[src/rtl/i2s_pkg.sv]
// rtl/i2s_pkg.sv - shared audio sample types for the I2S transmit path
package i2s_pkg;

    localparam int I2S_WORD_W = 32;

    typedef logic [I2S_WORD_W-1:0] sample_t;

    typedef struct packed {
        sample_t left;
        sample_t right;
    } stereo_t;

endpackage

[src/rtl/i2s_pair_mem.sv]
// rtl/i2s_pair_mem.sv - DEPTH x stereo pair storage, sync write, comb read
module i2s_pair_mem
    import i2s_pkg::*;
#(
    parameter int DEPTH = 8,
    parameter int AW    = $clog2(DEPTH)
) (
    input  logic          clk,
    input  logic          we_i,
    input  logic [AW-1:0] waddr_i,
    input  stereo_t       wdata_i,
    input  logic [AW-1:0] raddr_i,
    output stereo_t       rdata_o
);

    stereo_t mem_q [DEPTH];

    // Contents need no reset: only entries behind a valid level are ever read.
    always_ff @(posedge clk) begin
        if (we_i) begin
            mem_q[waddr_i] <= wdata_i;
        end
    end

    assign rdata_o = mem_q[raddr_i];

endmodule

[src/rtl/i2s_tx_fifo.sv]
// rtl/i2s_tx_fifo.sv - stereo pair FIFO feeding the I2S master transmitter
module i2s_tx_fifo
    import i2s_pkg::*;
#(
    parameter int DEPTH = 8,
    parameter int LWM   = DEPTH / 2
) (
    input  logic                    clk,
    input  logic                    nrst,
    input  logic                    flush,
    input  logic                    wr_en,
    input  logic [I2S_WORD_W-1:0]   wr_data,
    output logic                    wr_ready,
    input  logic                    data_rqst,
    output logic [I2S_WORD_W-1:0]   data_left,
    output logic [I2S_WORD_W-1:0]   data_right,
    output logic [$clog2(DEPTH):0]  level,
    output logic                    full,
    output logic                    empty,
    output logic                    lowwater,
    output logic                    overrun,
    output logic                    underrun,
    input  logic                    clr_err
);

    localparam int AW = $clog2(DEPTH);
    localparam int LW = AW + 1;
    localparam logic LWM_AT_RESET = (LWM > 0);

    logic [AW-1:0] wptr_q, wptr_d;
    logic [AW-1:0] rptr_q, rptr_d;
    logic [LW-1:0] level_q, level_d;
    logic          wr_ch_q, wr_ch_d;
    sample_t       left_hold_q, left_hold_d;
    stereo_t       data_q, data_d;
    logic          full_q, full_d;
    logic          empty_q, empty_d;
    logic          lowwater_q, lowwater_d;
    logic          overrun_q, overrun_d;
    logic          underrun_q, underrun_d;

    logic    accept, commit, drop, pop_ok, pop_empty;
    stereo_t rd_pair;
    stereo_t wr_pair;

    // Flush swallows any same-cycle write or pop, including their error flags.
    assign accept    = wr_en && !full_q && !flush;
    assign commit    = accept && wr_ch_q;
    assign drop      = wr_en && full_q && !flush;
    assign pop_ok    = data_rqst && !empty_q && !flush;
    assign pop_empty = data_rqst && empty_q && !flush;

    assign wr_pair.left  = left_hold_q;
    assign wr_pair.right = wr_data;

    i2s_pair_mem #(
        .DEPTH (DEPTH),
        .AW    (AW)
    ) u_mem (
        .clk     (clk),
        .we_i    (commit),
        .waddr_i (wptr_q),
        .wdata_i (wr_pair),
        .raddr_i (rptr_q),
        .rdata_o (rd_pair)
    );

    always_comb begin
        wptr_d      = wptr_q;
        rptr_d      = rptr_q;
        level_d     = level_q;
        wr_ch_d     = wr_ch_q;
        left_hold_d = left_hold_q;
        data_d      = data_q;
        if (flush) begin
            wptr_d      = '0;
            rptr_d      = '0;
            level_d     = '0;
            wr_ch_d     = 1'b0;
            left_hold_d = '0;
            data_d      = '0;
        end else begin
            if (accept) begin
                if (!wr_ch_q) begin
                    left_hold_d = wr_data;
                    wr_ch_d     = 1'b1;
                end else begin
                    wptr_d  = wptr_q + AW'(1);
                    wr_ch_d = 1'b0;
                end
            end
            if (pop_ok) begin
                data_d = rd_pair;
                rptr_d = rptr_q + AW'(1);
            end else if (pop_empty) begin
                data_d = '0;
            end
            case ({commit, pop_ok})
                2'b10:   level_d = level_q + LW'(1);
                2'b01:   level_d = level_q - LW'(1);
                default: level_d = level_q;
            endcase
        end
        full_d     = (level_d == LW'(DEPTH));
        empty_d    = (level_d == '0);
        lowwater_d = (level_d < LW'(LWM));
        overrun_d  = drop || (overrun_q && !clr_err);
        underrun_d = pop_empty || (underrun_q && !clr_err);
    end

    always_ff @(posedge clk or negedge nrst) begin
        if (!nrst) begin
            wptr_q      <= '0;
            rptr_q      <= '0;
            level_q     <= '0;
            wr_ch_q     <= 1'b0;
            left_hold_q <= '0;
            data_q      <= '0;
            full_q      <= 1'b0;
            empty_q     <= 1'b1;
            lowwater_q  <= LWM_AT_RESET;
            overrun_q   <= 1'b0;
            underrun_q  <= 1'b0;
        end else begin
            wptr_q      <= wptr_d;
            rptr_q      <= rptr_d;
            level_q     <= level_d;
            wr_ch_q     <= wr_ch_d;
            left_hold_q <= left_hold_d;
            data_q      <= data_d;
            full_q      <= full_d;
            empty_q     <= empty_d;
            lowwater_q  <= lowwater_d;
            overrun_q   <= overrun_d;
            underrun_q  <= underrun_d;
        end
    end

    assign wr_ready   = !full_q;
    assign data_left  = data_q.left;
    assign data_right = data_q.right;
    assign level      = level_q;
    assign full       = full_q;
    assign empty      = empty_q;
    assign lowwater   = lowwater_q;
    assign overrun    = overrun_q;
    assign underrun   = underrun_q;

endmodule

[config.mk]
export PLATFORM = sky130hd
export DESIGN_NAME = i2s_tx_fifo
export DESIGN_NICKNAME = d
export VERILOG_FILES = /design/src/rtl/i2s_pkg.sv /design/src/rtl/i2s_pair_mem.sv /design/src/rtl/i2s_tx_fifo.sv
export SDC_FILE = /design/constraint.sdc
export NUM_CORES = 1
export LEC_CHECK = 0
export CORE_ASPECT_RATIO = 1.75
export CORE_UTILIZATION = 49
export DETAILED_ROUTE_END_ITERATION = 12
export GPL_TIMING_DRIVEN = 0
export PLACE_DENSITY = 0.71
export RECOVER_POWER = 25
export SETUP_SLACK_MARGIN = 0.4
export SLEW_MARGIN = 15
export SYNTH_ARGS = -nofsm -noshare
export SYNTH_HDL_FRONTEND = slang
export SYNTH_SLANG_ARGS = --single-unit
[constraint.sdc]
create_clock -name clk -period 6.8 [get_ports clk]
set_input_delay 0.68 -clock clk [delete_from_list [all_inputs] [get_ports clk]]
set_output_delay 0.68 -clock clk [all_outputs]
set_load 0.02 [all_outputs]
==> metrics <==
fin crit period 4.08 ns; asr flop ratio synth 17.9%; Synth-to-Final Area Change 18.7%; Pre-antenna DRT Iters 6; Synth Net Count 1,159; synth unique cells 37; clk buf depth 3; largest net degree at the start of global routing 66; Hold Buf Count CTS 0; Inserted Clock Buffers 52; Routability Congestion 0.769; post-cts repair resize count 0; fin nets 1,361; total power 7.76 mW; vias in the first global route 12,200; Total Routing Usage GR 21.3%; area share of the leading cell type in the synthesized netlist 65.9%; final worst path period share 59.9%; via count 11,500; HP Class reg2reg; EDFF count, synth 512; First DRT Iteration DRCs 992; chip width 167 µm; Antenna Diode Count 0; clock root cell clkbuf_16; Routed Wire Length 50,500 µm; total grt overflow 0; Post-CTS Setup Bufs 0; Synth area leader edfxtp_1; leakage 9.14 nW; CTS tree done; Netlist Area Pre-Place 0.0233 mm²; synthesis-stage register bit count 624; peak supply drop 215 µV; Hold Fails Final Rpt 0; pwr/cell area 280 mW/mm²; MaxCap Viol Count 1; worst setup margin 2.72 ns; clk slew on worst S/H paths 0.07 ns; startpoint types input pin; layout cell share with drive strength beyond 1 21.2%; fill count 3,255; # IOs 112; Most used DFF post-synth edfxtp_1; initial cell density of the core 49.7%; Slew Limit Fails 48; Layout Skew 0.0210 ns; first-pass GRT wire length 75,400 µm; dpl ws 2.15 ns; worst hold slack 0.487 ns; synth warn 0; Crit. End Element flip-flop; placed insts 1,852; number of port buffers 111; Final Instance Count excl. Fillers 1,949; initial antenna violation count 1; Cells after Synth 1,116; Final setup viols 0; CTS Sinks 624; H-tree depth 2; Crit Path Max Fanout 10; failing checks max-capacitance violations, max-slew violations; drt via density 5.89; final core utilization 59.0%; Worst-Margin Slew 3.17 ns; Crit Path Class in2reg; dpl hpwl 33,400 µm; Slew HR -111%; area of the core 0.0469 mm²; die height 291 µm; RSZ-0062 raised after global routing false; DR DRC count 0; Synth area leaders edfxtp_1 66%, mux4_2 12%, dfrtp_1 12%; sequential share of the synthesized area 78.0%; post-DR wirelength/cell 25.9 µm; WP data arrival 4.57 ns; Rows 105; Required @ worst endpoint 7.30 ns; outcome complete, but fails checks; FMAX 0.245 GHz; antenna-violating nets left 0; die footprint 0.0485 mm²; syn avg cell area 20.9 µm²; clk_lat worst skew 0.59 ns
## where the power goes
part,internal (mW),total [mW],switching [mW]
Combinational,0.139,0.312,0.172
Sequential,4.19,4.24,0.0504
Clock,1.86,3.21,1.35
## cells in the final DEF (no fill, tap or decap), types with 7 or more instances in the layout
| master | n |
|---|---|
| a22o_1 | 32 |
| buf_4 | 15 |
| mux2i_1 | 67 |
| clkbuf_1 | 40 |
| mux4_2 | 128 |
| clkinvlp_4 | 7 |
| buf_16 | 9 |
| buf_12 | 10 |
| bufinv_16 | 8 |
| nand2_1 | 70 |
| clkdlybuf4s50_1 | 110 |
| clkbuf_8 | 10 |
| clkbuf_16 | 53 |
| edfxtp_1 | 512 |
| buf_2 | 19 |
| dfrtp_1 | 110 |
| nor2_1 | 16 |
| o21ai_1 | 64 |
## cell usage after synthesis, types with 4 or more instances
cell / n
o21ai_1: 64
inv_1: 5
nand2_1: 70
mux2i_1: 67
a22o_1: 32
mux4_2: 128
edfxtp_1: 512
nor3_1: 4
nor2_1: 22
buf_2: 19
xor2_1: 6
ha_1: 5
nand2b_1: 5
clkbuf_1: 33
dfrtp_1: 110
## metal layers
layer | global-route usage, % | wire length (µm) | up-vias
met5 | 0 | 12 | -
met3 | 2.91 | 2830 | 79
li1 | - | - | 4908
met2 | 38.0 | 27100 | 408
met1 | 26.8 | 19300 | 6087
met4 | 6.87 | 1240 | 2
## layout make-up
class / instances / area [µm²] / area share, %
plain buffers: 57 / 246 / 0.890
inverters: 5 / 18.8 / 0.0678
repair buffers: 148 / 1710 / 6.16
multi-input cells: 430 / 4930 / 17.8
flip-flops and latches: 624 / 18200 / 65.7
clock buffers: 69 / 1490 / 5.37
clock inverters: 28 / 379 / 1.37
well taps: 588 / 736 / 2.66
## metrics by stage
stage	TNS [ns]	area [µm²]
2_1_floorplan	0	23300
3_3_place_gp	-1036.43	25200
3_5_place_dp	0	25800
4_1_cts	0	27700
5_1_grt	0	27700
6_report	0	27700
## worst max-delay path, cell delays in order
cell and delay, ns:
clkdlybuf4s50_1 0.44, nor2b_1 0.23, nand2b_1 0.16, clkbuf_1 0.61
clkbuf_1 0.49, inv_1 0.19, ha_1 0.30, xor2_1 0.19
ha_1 0.19, a21oi_1 0.14, mux2_2 0.39, mux2_1 0.34
nor3_1 0.22
## cell families (layout without fill, tap and decap cells)
logic type / after synthesis / count (layout) / share of synthesized area (%)
adders and majority gates: 5 / 5 / 0.268
xor gates and xnor gates: 8 / 8 / 0.300
muxes: 197 / 197 / 15.3
AOI/OAI and AO/OA: 108 / 108 / 2.96
buffers and inverters: 62 / 307 / 1.14
DFF: 624 / 624 / 78.0
and+or+nand+nor: 112 / 112 / 2.04
## flip-flops by register name (all words and copies together) (netlist names)
signal and flops:
u_mem.mem_q 512, left_hold_q 32, data_left 32, wptr_q 3, full 1, data_right 32, overrun 1, underrun 1
level 4, empty 1, wr_ch_q 1, rptr_q 3, lowwater 1
## path summary, 6_finish.rpt
check                      cells after the start         endpoint  slack [ns]          from
max in group asynchronous                      1  left_hold_q[16]        3.86          nrst
min in group asynchronous                      1     data_left[6]        1.14          nrst
setup reg to reg                              12         lowwater        2.83         empty
hold reg to reg                                2     data_left[9]        0.49  data_left[9]
setup / recovery                              13         lowwater        2.72     data_rqst
hold / removal                                 2     data_left[9]        0.49  data_left[9]
No activity file was read; power rests on OpenSTA's default activity.
